===== config.mk =====
export PLATFORM = sky130hd
export DESIGN_NAME = pipe_stall_ctrl
export DESIGN_NICKNAME = d
export VERILOG_FILES = /design/src/rtl/pipe_pkg.sv /design/src/rtl/fp_lat_counter.sv /design/src/rtl/pipe_stall_ctrl.sv
export SDC_FILE = /design/constraint.sdc
export NUM_CORES = 1
export LEC_CHECK = 0
export CAP_MARGIN = 15
export CORE_MARGIN = 2
export CORE_UTILIZATION = 36
export CTS_CLUSTER_SIZE = 28
export DETAILED_ROUTE_END_ITERATION = 6
export PLACE_DENSITY_LB_ADDON = 0.12
export SYNTH_ARGS = -nofsm -noshare
export SYNTH_HDL_FRONTEND = slang
export SYNTH_SLANG_ARGS = --single-unit

===== constraint.sdc =====
create_clock -name clk -period 1.9 [get_ports clk]
set_clock_uncertainty 0.15 [all_clocks]
set_input_delay 0.38 -clock clk [delete_from_list [all_inputs] [get_ports clk]]
set_output_delay 0.38 -clock clk [all_outputs]
set_load 0.02 [all_outputs]

===== src/rtl/pipe_pkg.sv =====
// Shared types and constants for the pipeline stall sequencer.
package pipe_pkg;

   localparam int unsigned LAT_W_DEF = 4;

   typedef enum logic [1:0] {
      RUN     = 2'd0,
      FP_BUSY = 2'd1,
      FP_DONE = 2'd2
   } state_e;

endpackage


===== src/rtl/fp_lat_counter.sv =====
// Down-counter timing a multi-cycle FP operation; o_tc flags the decrement that reaches 1.
module fp_lat_counter
   import pipe_pkg::*;
#(
   parameter int unsigned LAT_W = LAT_W_DEF
) (
   input  logic             clk,
   input  logic             rst_n,
   input  logic             i_load,
   input  logic [LAT_W-1:0] i_load_val,
   input  logic             i_dec,
   output logic             o_tc
);

   logic [LAT_W-1:0] r_cnt;

   always_ff @(posedge clk or negedge rst_n) begin
      if (!rst_n) begin
         r_cnt <= '0;
      end else if (i_load) begin
         r_cnt <= i_load_val;
      end else if (i_dec && (r_cnt != '0)) begin
         r_cnt <= r_cnt - LAT_W'(1);
      end
   end

   // A load value of 1 (latency 2) is already terminal, so <= 2 rather than == 2.
   assign o_tc = (r_cnt <= LAT_W'(2));

endmodule


===== src/rtl/pipe_stall_ctrl.sv =====
// Hazard/stall sequencer driving every pipeline register write enable and nop strobe.
// Optional build macro STALL_CNT_EN adds a saturating stall-cycle counter.
module pipe_stall_ctrl
   import pipe_pkg::*;
#(
   parameter int unsigned LAT_W = LAT_W_DEF
) (
   input  logic             clk,
   input  logic             rst_n,
`ifdef STALL_CNT_EN
   input  logic             stallCntClr,
   output logic [31:0]      stallCycles,
`endif
   input  logic             loadUseHazard,
   input  logic             branchTaken,
   input  logic             fpOpStart,
   input  logic [LAT_W-1:0] fpOpLatency,
   input  logic             memReq,
   input  logic             memReady,
   output logic             writePc,
   output logic             writeIfId,
   output logic             writeIdEx,
   output logic             writeExMem,
   output logic             writeMemWb,
   output logic             flushIfId,
   output logic             bubbleIdEx,
   output logic             bubbleExMem,
   output logic             fpBusy,
   output logic             fpDone
);

   state_e r_state;
   logic   w_mem_stall;
   logic   w_fp_issue;
   logic   w_fp_load;
   logic   w_fp_tc;

   assign w_mem_stall = memReq & ~memReady;
   assign w_fp_issue  = fpOpStart && (fpOpLatency >= LAT_W'(2));
   assign w_fp_load   = (r_state == RUN) && !w_mem_stall && w_fp_issue;

   fp_lat_counter #(
      .LAT_W (LAT_W)
   ) u_fp_lat_counter (
      .clk        (clk),
      .rst_n      (rst_n),
      .i_load     (w_fp_load),
      .i_load_val (fpOpLatency - LAT_W'(1)),
      .i_dec      (r_state == FP_BUSY),
      .o_tc       (w_fp_tc)
   );

   always_ff @(posedge clk or negedge rst_n) begin
      if (!rst_n) begin
         r_state <= RUN;
      end else begin
         case (r_state)
            RUN:     if (w_fp_load) r_state <= FP_BUSY;
            FP_BUSY: if (w_fp_tc) r_state <= FP_DONE;
            FP_DONE: if (!w_mem_stall) r_state <= RUN;
            default: r_state <= RUN;
         endcase
      end
   end

   always_comb begin
      writePc     = 1'b0;
      writeIfId   = 1'b0;
      writeIdEx   = 1'b0;
      writeExMem  = 1'b0;
      writeMemWb  = 1'b0;
      flushIfId   = 1'b0;
      bubbleIdEx  = 1'b0;
      bubbleExMem = 1'b0;
      fpBusy      = 1'b0;
      fpDone      = 1'b0;
      if (rst_n) begin
         case (r_state)
            RUN: begin
               writePc    = 1'b1;
               writeIfId  = 1'b1;
               writeIdEx  = 1'b1;
               writeExMem = 1'b1;
               writeMemWb = 1'b1;
               if (!w_fp_issue) begin
                  if (loadUseHazard) begin
                     writePc    = 1'b0;
                     writeIfId  = 1'b0;
                     bubbleIdEx = 1'b1;
                  end else if (branchTaken) begin
                     flushIfId  = 1'b1;
                     bubbleIdEx = 1'b1;
                  end
               end
            end
            FP_BUSY: begin
               fpBusy      = 1'b1;
               writeExMem  = 1'b1;
               writeMemWb  = 1'b1;
               bubbleExMem = 1'b1;
            end
            FP_DONE: begin
               fpDone     = 1'b1;
               writePc    = 1'b1;
               writeIfId  = 1'b1;
               writeIdEx  = 1'b1;
               writeExMem = 1'b1;
               writeMemWb = 1'b1;
            end
            default: ;
         endcase
         // A data-memory wait freezes every register and hides all strobes in any state.
         if (w_mem_stall) begin
            writePc     = 1'b0;
            writeIfId   = 1'b0;
            writeIdEx   = 1'b0;
            writeExMem  = 1'b0;
            writeMemWb  = 1'b0;
            flushIfId   = 1'b0;
            bubbleIdEx  = 1'b0;
            bubbleExMem = 1'b0;
         end
      end
   end

`ifdef STALL_CNT_EN
   logic [31:0] r_stall_cnt;

   always_ff @(posedge clk or negedge rst_n) begin
      if (!rst_n) begin
         r_stall_cnt <= '0;
      end else if (stallCntClr) begin
         r_stall_cnt <= '0;
      end else if (!writePc && (r_stall_cnt != 32'hFFFF_FFFF)) begin
         r_stall_cnt <= r_stall_cnt + 32'd1;
      end
   end

   assign stallCycles = r_stall_cnt;
`endif

endmodule


==> flow_summary.json <==
{
  "r2r_setup_slack_ns": 0.05,
  "synth_edf_count": 0,
  "gr-usage-all-layers": 0.193,
  "yosys.area_share.simple": 0.326,
  "period_minus_slack_ns": 1.92,
  "antenna_cells": 0,
  "drv_cap": 0,
  "total_power_mw": 1.30,
  "final_hold_viol_count": 0,
  "finalSetupViolCount": 1,
  "start_kind": "register",
  "synth-xor-area-share": 0.0173,
  "cts_buffers": 3,
  "layout_setup_ws_ns": -0.0194,
  "finalInstanceArea_um2": 968,
  "num_rows": 13,
  "dieArea_mm2": 0.00172,
  "r2r_cells": 8,
  "fillCellCount": 97,
  "via_per_inst": 5.19,
  "required_ns": 1.37,
  "routed_wl_mm": 1.63,
  "holdCritPathClass": "in2async",
  "post-route-util": 0.744,
  "cts_tree": "yes",
  "start_util": 0.389,
  "avgRoutedWirePerCell_um": 13.8,
  "yosysWarnings": 0,
  "syn_nets": 70,
  "async_reset_ff_frac": 1.00,
  "crit_type": "reg2out",
  "grt_max_degree": 10,
  "synth_top_family_by_area": "simple AND/OR/NAND/NOR gates",
  "rr_startpoint": "r_state[1]$_DFFE_PN0P_",
  "rsz0062_at_grt": "yes",
  "yosysTopAreaCellShare": 0.296,
  "grt.overflow.total": 0,
  "die_y_um": 41.5,
  "place_area_um2": 840,
  "ant_nets": 0,
  "drc": 0,
  "cts_sinks": 6,
  "via_count": 612,
  "die_w_um": 41.5,
  "yosysTopAreaCell": "dfrtp_1",
  "ys_top_cells_by_area": "dfrtp_1 (30%), mux2i_1 (5.9%), buf_4 (4.4%), nand2_1 (4.4%), nand3b_1 (4.4%)",
  "drv_slew": 0,
  "ys_seq_area_frac": 0.296,
  "synthAdderAreaFrac": 0.0247,
  "yosys-top-cells-count": "dfrtp_1 (6), nand2_1 (6), nor2_1 (4)",
  "avgSynthCellArea_um2": 8.74,
  "cp-end-kind": "primary output",
  "clk_path_buf_depth": 2,
  "portBuffers": 20,
  "drive_gt1_frac": 0.553,
  "clk_latency_ns": 0.24,
  "layout.cells.non_filler": 118,
  "cp_data_arrival_time_ns": 1.39,
  "ys_types": 30,
  "holdWs_ns": 0.0708,
  "status": "finished, violations left",
  "grt_pass1_vias": 591,
  "synthMuxAreaShare": 0.0593,
  "pin_count": 21,
  "core_mm2": 0.00130,
  "path_clk_slew_ns": 0.04,
  "synthCells": 58,
  "syn_area_um2": 507,
  "fin_crit_sh": 1.01,
  "drt_pass1_iterations": 4,
  "gp_congestion": 0.851,
  "nNetsFinal": 117,
  "max_slew_margin": 0.757,
  "hpwl_mm": 1.12,
  "synth_compound_area_frac": 0.188,
  "synth_top_flop_cell": "dfrtp_1",
  "rr_endpoint": "u_fp_lat_counter.r_cnt[2]$_DFFE_PN0P_",
  "power_leakage_nw": 0.477,
  "fmax_mhz": 521,
  "grt_pass1_wl_mm": 2.53,
  "pwr_density_cell_mw_per_mm2": 1340,
  "tightest_slew_ns": 0.360,
  "root_buffer": "clkbuf_4",
  "critPathMaxFanout": 3,
  "drt-initial-drc-count": 4,
  "pre_cts_slack_ns": -0.779,
  "tns_ns": -0.0194,
  "synth-seq-cells": 6,
  "cts-htree-levels": 1,
  "violations": "negative setup slack",
  "dp_cells": 107,
  "area_growth_pct": 91.1,
  "antenna_found_initial": 0,
  "cts_hold_buffers": 0,
  "irDropWorstVdd_uv": 882
}
[layout by cell type (no fill, tap or decap), types with 2 or more instances in the layout]
cell type,count
mux2i_1,3
buf_4,26
clkdlybuf4s15_1,3
clkbuf_2,2
clkbuf_4,3
a31oi_1,2
inv_1,3
dfrtp_1,5
dlygate4sd2_1,3
nor2b_1,2
nor2_4,2
buf_2,5
clkdlybuf4s50_1,2
buf_6,5
nand3b_1,3
nand2_1,6
nor2_1,3
[repair_timing]
| action | in CTS | in global routing |
|---|---|---|
| resized for setup | 71 | 10 |
| endpoints found under the setup margin | 12 | 6 |
| pin swaps | 8 | 5 |
| buffers inserted | 2 | 6 |
[cells by family (layout without fill, tap and decap cells)]
family / after synthesis / count (layout)
xor+xnor: 1 / 1
simple gates: 28 / 28
buf+inv: 7 / 52
compound gates: 12 / 12
fa+ha+maj: 1 / 1
mux: 3 / 3
flops: 6 / 6
[worst max-delay path, stage by stage, from the launching register on]
cell and delay (ns):
dfrtp_1 0.37, nand3b_1 0.25, buf_4 0.20, nor4_4 0.14
buf_4 0.18
[power by group]
group | internal, mW | total [mW] | switching [mW]
logic | 0.502 | 0.908 | 0.407
registers | 0.197 | 0.277 | 0.0802
clock network | 0.0711 | 0.113 | 0.0417
[cell type report]
cell class / instances / area [um2] / area share
Multi-Input combinational cell: 45 / 402 / 0.415
Timing Repair Buffer: 46 / 363 / 0.375
Sequential cell: 6 / 151 / 0.156
Clock buffer: 3 / 22.5 / 0.0233
Tap cell: 15 / 18.8 / 0.0194
Inverter: 3 / 11.3 / 0.0116
[flip-flops by register name, summed over array words and instances, names as in the netlist]
name and count:
r_state 2, u_fp_lat_counter.r_cnt 4
[how the worst max path moves through the flow]
stage                           start                                     to  slack [ns]
2_1_floorplan          fpOpLatency[3]  u_fp_lat_counter.r_cnt[2]$_DFFE_PN0P_       -0.02
3_3_place_gp           fpOpLatency[3]                              flushIfId       -0.75
3_5_place_dp           fpOpLatency[3]                              flushIfId       -0.78
4_1_cts        r_state[0]$_DFFE_PN0P_                              flushIfId       -0.05
5_1_grt        r_state[0]$_DFFE_PN0P_                             bubbleIdEx       -0.11
6_report       r_state[0]$_DFFE_PN0P_                             bubbleIdEx       -0.02
[per-layer routing]
| layer | vias up | global-route usage | part of all wire |
|---|---|---|---|
| met5 | - | 0 | 0 |
| met4 | 0 | 0.0645 | 0.0080 |
| met3 | 2 | 0.0652 | 0.042 |
| met2 | 15 | 0.328 | 0.52 |
| met1 | 289 | 0.225 | 0.43 |
| li1 | 306 | - | - |
Note: power is estimated with default switching activity, not from simulation.
